--- src/rtl/HighLevelControl.sv ---
// HighLevelControl: shared control-type definitions for the execute stage.
// Provides the aluOperation encoding consumed by the ID/EX register and ALU.
package HighLevelControl;

    typedef enum logic [3:0] {
        ADD  = 4'd0,
        SUB  = 4'd1,
        SLL  = 4'd2,
        SLT  = 4'd3,
        SLTU = 4'd4,
        XOR  = 4'd5,
        SRL  = 4'd6,
        SRA  = 4'd7,
        OR   = 4'd8,
        AND  = 4'd9
    } aluOperation;

endpackage

--- src/rtl/alu_operand_stage.sv ---
// alu_operand_stage: ID/EX pipeline register feeding the execute-stage ALU.
// Captures decoded instructions, forwards operands from EX/MEM and MEM/WB,
// selects PC/immediate sources and detects load-use hazards.
// Ports:
//   clk, reset            clock, synchronous active-high reset
//   Stall, Flush          hold / squash stage contents
//   Decode*               decoded instruction and register-file read data
//   Memory*, Writeback*   producer write ports used for forwarding
//   Execute*, Alu*        registered instruction fields and forwarded operands
//   LoadUseStall          combinational request to hold decode/fetch
`ifndef BIT_COUNT
`define BIT_COUNT 32
`endif

module alu_operand_stage #(
    parameter int BIT_COUNT      = `BIT_COUNT,
    parameter int REG_ADDR_WIDTH = 5
) (
    input  logic                          clk,
    input  logic                          reset,
    input  logic                          Stall,
    input  logic                          Flush,
    input  logic                          DecodeValid,
    input  HighLevelControl::aluOperation DecodeAluOperation,
    input  logic [REG_ADDR_WIDTH-1:0]     DecodeRs1Addr,
    input  logic [REG_ADDR_WIDTH-1:0]     DecodeRs2Addr,
    input  logic                          DecodeUsesRs1,
    input  logic                          DecodeUsesRs2,
    input  logic [BIT_COUNT-1:0]          DecodeRs1Data,
    input  logic [BIT_COUNT-1:0]          DecodeRs2Data,
    input  logic [BIT_COUNT-1:0]          DecodeImmediate,
    input  logic [BIT_COUNT-1:0]          DecodePc,
    input  logic                          DecodeUseImmediate,
    input  logic                          DecodeUsePc,
    input  logic [REG_ADDR_WIDTH-1:0]     DecodeRdAddr,
    input  logic                          DecodeRegWrite,
    input  logic                          DecodeIsLoad,
    input  logic                          MemoryRegWrite,
    input  logic [REG_ADDR_WIDTH-1:0]     MemoryRdAddr,
    input  logic [BIT_COUNT-1:0]          MemoryResult,
    input  logic                          WritebackRegWrite,
    input  logic [REG_ADDR_WIDTH-1:0]     WritebackRdAddr,
    input  logic [BIT_COUNT-1:0]          WritebackResult,
    output logic                          ExecuteValid,
    output HighLevelControl::aluOperation AluOperation,
    output logic [BIT_COUNT-1:0]          AluOperandA,
    output logic [BIT_COUNT-1:0]          AluOperandB,
    output logic [BIT_COUNT-1:0]          ExecuteStoreData,
    output logic [REG_ADDR_WIDTH-1:0]     ExecuteRdAddr,
    output logic                          ExecuteRegWrite,
    output logic                          ExecuteIsLoad,
    output logic                          LoadUseStall
);

    localparam logic [REG_ADDR_WIDTH-1:0] REG_ZERO  = {REG_ADDR_WIDTH{1'b0}};
    localparam logic [BIT_COUNT-1:0]      DATA_ZERO = {BIT_COUNT{1'b0}};

    // Stage state
    logic                          valid_q,     valid_d;
    HighLevelControl::aluOperation alu_op_q,    alu_op_d;
    logic [REG_ADDR_WIDTH-1:0]     rs1_addr_q,  rs1_addr_d;
    logic [REG_ADDR_WIDTH-1:0]     rs2_addr_q,  rs2_addr_d;
    logic [BIT_COUNT-1:0]          rs1_data_q,  rs1_data_d;
    logic [BIT_COUNT-1:0]          rs2_data_q,  rs2_data_d;
    logic [BIT_COUNT-1:0]          imm_q,       imm_d;
    logic [BIT_COUNT-1:0]          pc_q,        pc_d;
    logic                          use_imm_q,   use_imm_d;
    logic                          use_pc_q,    use_pc_d;
    logic [REG_ADDR_WIDTH-1:0]     rd_addr_q,   rd_addr_d;
    logic                          reg_write_q, reg_write_d;
    logic                          is_load_q,   is_load_d;

    logic [BIT_COUNT-1:0]          rs1_fwd_s;
    logic [BIT_COUNT-1:0]          rs2_fwd_s;
    logic                          load_use_s;

    // Forwarded value of a stored source: x0 is hard zero, MEM beats WB.
    function automatic logic [BIT_COUNT-1:0] forward_operand(
        input logic [REG_ADDR_WIDTH-1:0] src_addr,
        input logic [BIT_COUNT-1:0]      stored_data
    );
        logic [BIT_COUNT-1:0] result;
        if (src_addr == REG_ZERO) begin
            result = DATA_ZERO;
        end else if (MemoryRegWrite && (MemoryRdAddr == src_addr)) begin
            result = MemoryResult;
        end else if (WritebackRegWrite && (WritebackRdAddr == src_addr)) begin
            result = WritebackResult;
        end else begin
            result = stored_data;
        end
        return result;
    endfunction

    // Register-file read data at capture: the register file is written at the
    // same edge we sample it, so a retiring WB write must be bypassed in.
    function automatic logic [BIT_COUNT-1:0] capture_operand(
        input logic [REG_ADDR_WIDTH-1:0] src_addr,
        input logic [BIT_COUNT-1:0]      rf_data
    );
        logic [BIT_COUNT-1:0] result;
        if (WritebackRegWrite && (src_addr != REG_ZERO) && (WritebackRdAddr == src_addr)) begin
            result = WritebackResult;
        end else begin
            result = rf_data;
        end
        return result;
    endfunction

    // Zero-cycle forwarding of the stored sources.
    always_comb begin
        rs1_fwd_s = forward_operand(rs1_addr_q, rs1_data_q);
        rs2_fwd_s = forward_operand(rs2_addr_q, rs2_data_q);
    end

    // Load-use hazard: the instruction in decode needs a load still in execute.
    always_comb begin
        load_use_s = DecodeValid & valid_q & is_load_q & (rd_addr_q != REG_ZERO) &
                     ((DecodeUsesRs1 & (DecodeRs1Addr == rd_addr_q)) |
                      (DecodeUsesRs2 & (DecodeRs2Addr == rd_addr_q))) & ~Flush;
    end

    // Next-state selection: reset > Flush > Stall > load-use bubble > load.
    always_comb begin
        valid_d     = valid_q;
        alu_op_d    = alu_op_q;
        rs1_addr_d  = rs1_addr_q;
        rs2_addr_d  = rs2_addr_q;
        rs1_data_d  = rs1_data_q;
        rs2_data_d  = rs2_data_q;
        imm_d       = imm_q;
        pc_d        = pc_q;
        use_imm_d   = use_imm_q;
        use_pc_d    = use_pc_q;
        rd_addr_d   = rd_addr_q;
        reg_write_d = reg_write_q;
        is_load_d   = is_load_q;
        if (reset) begin
            valid_d     = 1'b0;
            alu_op_d    = HighLevelControl::ADD;
            rs1_addr_d  = REG_ZERO;
            rs2_addr_d  = REG_ZERO;
            rs1_data_d  = DATA_ZERO;
            rs2_data_d  = DATA_ZERO;
            imm_d       = DATA_ZERO;
            pc_d        = DATA_ZERO;
            use_imm_d   = 1'b0;
            use_pc_d    = 1'b0;
            rd_addr_d   = REG_ZERO;
            reg_write_d = 1'b0;
            is_load_d   = 1'b0;
        end else if (Flush) begin
            valid_d     = 1'b0;
            reg_write_d = 1'b0;
            is_load_d   = 1'b0;
        end else if (Stall) begin
            // Latch forwarded values so a producer retiring mid-stall is kept.
            rs1_data_d  = rs1_fwd_s;
            rs2_data_d  = rs2_fwd_s;
        end else if (load_use_s) begin
            valid_d     = 1'b0;
            reg_write_d = 1'b0;
        end else begin
            valid_d     = DecodeValid;
            alu_op_d    = DecodeAluOperation;
            rs1_addr_d  = DecodeRs1Addr;
            rs2_addr_d  = DecodeRs2Addr;
            rs1_data_d  = capture_operand(DecodeRs1Addr, DecodeRs1Data);
            rs2_data_d  = capture_operand(DecodeRs2Addr, DecodeRs2Data);
            imm_d       = DecodeImmediate;
            pc_d        = DecodePc;
            use_imm_d   = DecodeUseImmediate;
            use_pc_d    = DecodeUsePc;
            rd_addr_d   = DecodeRdAddr;
            reg_write_d = DecodeRegWrite;
            is_load_d   = DecodeIsLoad;
        end
    end

    // Stage register; reset is folded into the next-state logic above.
    always_ff @(posedge clk) begin
        valid_q     <= valid_d;
        alu_op_q    <= alu_op_d;
        rs1_addr_q  <= rs1_addr_d;
        rs2_addr_q  <= rs2_addr_d;
        rs1_data_q  <= rs1_data_d;
        rs2_data_q  <= rs2_data_d;
        imm_q       <= imm_d;
        pc_q        <= pc_d;
        use_imm_q   <= use_imm_d;
        use_pc_q    <= use_pc_d;
        rd_addr_q   <= rd_addr_d;
        reg_write_q <= reg_write_d;
        is_load_q   <= is_load_d;
    end

    // Output drive.
    always_comb begin
        ExecuteValid     = valid_q;
        AluOperation     = alu_op_q;
        AluOperandA      = use_pc_q  ? pc_q  : rs1_fwd_s;
        AluOperandB      = use_imm_q ? imm_q : rs2_fwd_s;
        ExecuteStoreData = rs2_fwd_s;
        ExecuteRdAddr    = rd_addr_q;
        ExecuteRegWrite  = reg_write_q;
        ExecuteIsLoad    = is_load_q;
        LoadUseStall     = load_use_s;
    end

endmodule

--- config.mk ---
export PLATFORM = sky130hd
export DESIGN_NAME = alu_operand_stage
export DESIGN_NICKNAME = d
export VERILOG_FILES = /design/src/rtl/HighLevelControl.sv /design/src/rtl/alu_operand_stage.sv
export SDC_FILE = /design/constraint.sdc
export NUM_CORES = 1
export LEC_CHECK = 0
export CAP_MARGIN = 20
export CORE_AREA = 2 2 135 137
export DETAILED_ROUTE_END_ITERATION = 7
export DIE_AREA = 0 0 137 139
export DONT_BUFFER_PORTS = 1
export PLACE_DENSITY = 0.81
export RECOVER_POWER = 50
export SETUP_SLACK_MARGIN = 0.4
export SYNTH_ARGS = -nofsm -noshare
export SYNTH_HDL_FRONTEND = slang
export SYNTH_SLANG_ARGS = --single-unit
export TNS_END_PERCENT = 5
--- constraint.sdc ---
create_clock -name clk -period 3.2 [get_ports clk]
set_clock_uncertainty 0.15 [all_clocks]
set_input_delay 0.32 -clock clk [delete_from_list [all_inputs] [get_ports clk]]
set_output_delay 0.32 -clock clk [all_outputs]
set_load 0.1 [all_outputs]
==> Yosys cells after proc, flatten, opt, wreduce, memory -nomap -nowiden <==
Cells that the tools add are included.
{ "word_totals": {"reg_bits": 152, "in_bits": 234, "output_inout_bits": 109, "elab_cells": 66} }
{ "classes": {"n_eq_ne": 9, "muxes": 16, "bitwise": 11, "reduce_logical": 17} }
{ "ops": {"columns": ["cell", "n"], "rows": [
  ["two-way mux 32 bit", 14],
  ["equality test 5 bit", 8],
  ["nonzero test 5 bit", 3],
  ["logical NOT 5 bit", 2],
  ["logical AND 1 bit", 8],
  ["bitwise AND 1 bit", 7],
  ["AND reduction 2 bit", 2],
  ["inverter 1 bit", 3],
  ["AND reduction 3 bit", 1],
  ["two-way mux 1 bit", 2],
  ["!= test 2 bit, second input constant", 1],
  ["OR reduction 2 bit", 1],
  ["OR 1 bit", 1]
]} }

==> Longest topological paths before layout <==
{ "depth": {"depth_word": 7, "ltp_mapped": 9} }

==> Worst setup path after synthesis <==
Ideal clock, no wire load.
{ "synth_path": {"kind": "input to output", "start": "in WritebackRdAddr[3]", "end": "out AluOperandB[31]", "arrival_ns": 4.572, "t_required_ns": 2.730, "path_slack_ns": -1.842, "stages": 6, "cell_sequence": "buf_2 -> xnor2_2 -> nand4_4 -> or3_1 -> a311oi_1 -> mux2_1"} }
{ "synth_between": {"elab_chain_cells": 6} }
{ "synth_lines": {"columns": ["element", "line", "text"], "rows": [
  ["start: declaration", "alu_operand_stage.sv:42", "input logic [REG_ADDR_WIDTH-1:0] WritebackRdAddr,"],
  ["equality test 5 bit", "alu_operand_stage.sv:87", "end else if (WritebackRegWrite && (WritebackRdAddr == src_addr)) begin"],
  ["logical AND 1 bit", "alu_operand_stage.sv:87", null],
  ["two-way mux 32 bit", "alu_operand_stage.sv:87", null],
  ["two-way mux 32 bit", "alu_operand_stage.sv:85", "end else if (MemoryRegWrite && (MemoryRdAddr == src_addr)) begin"],
  ["two-way mux 32 bit", "alu_operand_stage.sv:83", "if (src_addr == REG_ZERO) begin"],
  ["named net ExecuteStoreData[31]", "alu_operand_stage.sv:48", "output logic [BIT_COUNT-1:0] ExecuteStoreData,"],
  ["two-way mux 32 bit", "alu_operand_stage.sv:202", "AluOperandB = use_imm_q ? imm_q : rs2_fwd_s;"],
  ["end: declaration", "alu_operand_stage.sv:47", "output logic [BIT_COUNT-1:0] AluOperandB,"]
]} }
The timed path passes the listed nets, and every way through them passes these cells.

==> Final worst setup path <==
{ "layout_path": {"start": "reg rs1_addr_q[1]", "end": "out AluOperandA[0]"} }
{ "layout_between": {"elab_chain_cells": 6, "elab_cells_between_ends": 9, "classes_between": "2 x eq/ne; 4 x mux; 3 x reduce/logical"} }
{ "layout_lines": {"columns": ["element", "line", "text"], "rows": [
  ["start: declaration", "alu_operand_stage.sv:61", "logic [REG_ADDR_WIDTH-1:0] rs1_addr_q, rs1_addr_d;"],
  ["start signal: assignment", "alu_operand_stage.sv:184", "rs1_addr_q <= rs1_addr_d;"],
  ["equality test 5 bit", "alu_operand_stage.sv:87", null],
  ["logical AND 1 bit", "alu_operand_stage.sv:87", null],
  ["two-way mux 32 bit", "alu_operand_stage.sv:87", null],
  ["two-way mux 32 bit", "alu_operand_stage.sv:85", null],
  ["two-way mux 32 bit (*)", "alu_operand_stage.sv:83", null],
  ["two-way mux 32 bit (*)", "alu_operand_stage.sv:201", "AluOperandA = use_pc_q ? pc_q : rs1_fwd_s;"],
  ["end: declaration", "alu_operand_stage.sv:46", "output logic [BIT_COUNT-1:0] AluOperandA,"]
]} }
Every way passes the cells marked *; elsewhere a longest branch is shown, timed or not.

==> metrics.md <==
| Metric | Value |
|---|---|
| Outcome | `complete, but fails checks` |
| Failing checks | `hold timing` |
| Drt first pass iters | `8` |
| Final wirelength | `46800 um` |
| Initial Util | `56.3%` |
| Least-Margin Pin Slew | `1.29 ns` |
| Vias | `11666` |
| Final worst-path cycle share | `98.6%` |
| Die area | `0.0190 sq mm` |
| Vias in the first global route | `11808` |
| Setup ws final | `0.0462 ns` |
| Synth cell types | `42` |
| RSZ-0062 raised after global routing | `true` |
| Fin. Hold Viols | `3` |
| H-tree levels | `4` |
| Hold path depth | `3` |
| Most common cell on crit path | `buf_12` |
| Fmax | `317 MHz` |
| Post-synthesis net count | `1441` |
| Clock-pin slew on the worst setup and hold paths | `0.07 ns` |
| Crit end category | `primary output` |
| FF-to-FF path depth | `8` |
| Power density over cell area | `429 mW/mm^2` |
| Minimum clock period | `3.15 ns` |
| Max Cap Viol | `0` |
| Most frequent cells in the layout | `nand2_1 (155), dfxtp_1 (140), dlygate4sd3_1 (117)` |
| Warnings, synthesis | `0` |
| Sequential fraction of the synthesis area | `30.6%` |
| Global-route wire length before repair | `68000 um` |
| Post-DRT Antenna Nets | `0` |
| Gpl congestion | `0.901` |
| Syn_area_per_cell | `8.23 sq um` |
| Placed Cells | `1444` |
| CTS root buffer | `clkbuf_16` |
| CP Buf/Inv Count | `2` |
| Switching share of power | `38.3%` |
| Clock latency on the worst-skew pair | `0.44 ns` |
| Arrival time worst endpoint | `2.68 ns` |
| Commonest non-fill, non-tap cell in the layout | `nand2_1` |
| DRC | `0` |
| Util after Layout | `82.0%` |
| Net Switching | `2380 uW` |
| CP required | `2.73 ns` |
| Highest Signal Layer | `met4` |
| Die height | `139 um` |
| DR WL met3 | `6670 um` |
| Crit path max-delay family | `simple AND/OR/NAND/NOR gates` |
| Kind of critical path | `reg -> out` |
| Worst Hold Slack | `-0.00687 ns` |
| Non-filler instance count after layout | `1607` |
| Largest net degree at the start of global routing | `87` |
| CORE AREA | `0.0177 sq mm` |
| Sequential share of power | `34.0%` |
| CP Launch Type | `flop` |
| Slew Limit Fails | `0` |
| Wirelength per Cell | `29.1 um` |
| Synth Instances | `1207` |
| VDD IR-drop max | `0.379 mV` |
| Worst path cell trace | `xnor2_2, nand4_2, buf_12, or3_1, a311oi_4, mux2_4, buf_12` |
| Logic pwr share | `33.4%` |
| Total power | `6210 uW` |
| Slowest Stage Delay on Critical Path | `0.42 ns` |
| TritonCTS clock tree | `done` |
| Rel. slew slack | `13.9%` |
| Met2 routed WL | `21100 um` |
| Area after DPL | `0.0123 sq mm` |
| # IOs | `343` |
| Cts bufs inserted | `17` |
| Lkg Pwr | `0.00530 uW` |
| Register bit total from synthesis | `152` |
| Mapped cell area | `0.00993 sq mm` |
| Clk sinks | `152` |
| Post-DP HPWL | `25200 um` |
| Post-route cell area | `0.0145 sq mm` |
| Count of filler cells inserted in the layout | `939` |
| Die Wd | `137 um` |
| Met1 wire length | `15100 um` |
| Total track usage | `46.7%` |
| Port-buffer cells | `0` |
| Vias per cell | `7.26` |
| Worst-path maximum fanout | `32` |
| Grt ovf | `0` |
| Post-place setup slack | `0.349 ns` |
| Clock Tree Buf Depth | `2` |
| Num rows | `49` |
| Levels on crit path | `7` |
| Worst hold path type | `in -> reg` |
| Area Overhead vs Synth | `45.8%` |
| Drt first-iter violations | `1921` |
| Initial antenna violation count | `1` |
| Slowest CP cell | `a311oi_4` |
| Final nets | `1598` |
| Final setup violation count | `0` |
| Clock network fraction of total power | `32.7%` |
| Share of layout cells above drive strength 1 | `24.3%` |
| P_int | `3830 uW` |
==> Yosys cell counts, drive strengths merged <==
library cell | number | area, sq um
a211oi | 1 | 12.5
o21bai | 2 | 15.0
a21oi | 68 | 344
mux2i | 86 | 861
nor3 | 73 | 365
nand2b | 66 | 415
a21boi | 2 | 15.0
a311oi | 64 | 754
or4 | 2 | 15.0
a31oi | 1 | 6.26
or3 | 64 | 400
mux2 | 64 | 721
inv | 3 | 11.3
o21ai | 64 | 320
clkinv | 1 | 3.75
dfxtp | 152 | 3040
clkbuf | 97 | 364
and4 | 2 | 17.5
a32o | 64 | 641
nand2 | 155 | 582
buf | 27 | 175
nor2 | 92 | 348
xor2 | 8 | 70.1
xnor2 | 30 | 293
nand3 | 4 | 20.0
nand4 | 9 | 77.6
nor4 | 2 | 12.5
or2 | 3 | 18.8
o22ai | 1 | 12.5
==> worst reg2reg max path: stages (launching register included) <==
cell and delay, ns:
dfxtp_1 0.37, buf_4 0.34, xnor2_1 0.17, nand4_1 0.15, o22ai_2 0.37, nand3_1 0.21, a21oi_4 0.18, clkbuf_4 0.74
a32o_1 0.30
==> cell type report <==
class	instances	area [sq um]	area share (%)
inverters	4	15.0	0.104
clock buffers	17	425	2.94
multi-input cells	929	7340	50.6
well taps	229	287	1.98
flip-flops and latches	152	3070	21.2
diodes	1	2.50	0.0173
clock inverters	15	140	0.967
repair buffers	260	3220	22.2
==> power by group through the flow <==
| stage | Sequential [uW] | Clock [uW] | Combinational [uW] |
|---|---|---|---|
| 2_1_floorplan | 2130 | 0 | 1310 |
| 3_3_place_gp | 2130 | 0 | 1730 |
| 3_5_place_dp | 2130 | 0 | 1760 |
| 4_1_cts | 2090 | 1990 | 1960 |
| 5_1_grt | 2110 | 2090 | 2120 |
| 6_report | 2110 | 2030 | 2070 |
==> flip-flops by register name (all words and copies together), names as in the netlist <==
name	count
AluOperation	4
ExecuteIsLoad	1
ExecuteRdAddr	5
ExecuteRegWrite	1
ExecuteValid	1
imm_q	32
pc_q	32
rs1_addr_q	5
rs1_data_q	32
rs2_addr_q	5
rs2_data_q	32
use_imm_q	1
use_pc_q	1
==> through the flow <==
stage | hold WS (ns) | setup TNS, ns
2_1_floorplan | 0.286 | -1.02
4_1_cts | 0.000876 | 0
3_5_place_dp | 0.243 | 0
5_1_grt | -0.000159 | 0
6_report | -0.00687 | 0
3_3_place_gp | 0.243 | 0
==> what timing repair did <==
| item | CTS | global route |
|---|---|---|
| cloned | 2 | 1 |
| hold buffers | 118 | 1 |
| pin swaps | 8 | 5 |
| gates resized for setup | 31 | 29 |
| hold endpoints to repair | 131 | 1 |
| setup buffers | 7 | 1 |
| setup endpoints to repair | 97 | 154 |
==> layer usage <==
metal,up-vias,global-route usage (%)
met5,-,0
met2,1169,73.9
met1,5409,51.2
met3,372,16.8
met4,0,33.3
li1,4716,-
==> cells by family after synthesis <==
logic type,count (synthesis),share of synthesized area [%]
compound gates,267,21.3
xor+xnor,38,3.65
mux,150,15.9
flops,152,30.6
buf+inv,128,5.58
simple gates,472,22.9
==> final timing paths <==
kind	from	end	slack [ns]
min	DecodeRs1Data[20]	rs1_data_q[20]$_SDFFE_PP0P_	-0.007
max reg2reg	ExecuteRdAddr[2]$_SDFFE_PP0P_	rs1_data_q[8]$_SDFFE_PP0P_	0.13
min reg2reg	rs2_data_q[21]$_SDFFE_PP0P_	rs2_data_q[21]$_SDFFE_PP0P_	0.31
max	rs1_addr_q[1]$_SDFFE_PP0P_	AluOperandA[0]	0.05
Note: power is estimated with default switching activity, not from simulation.
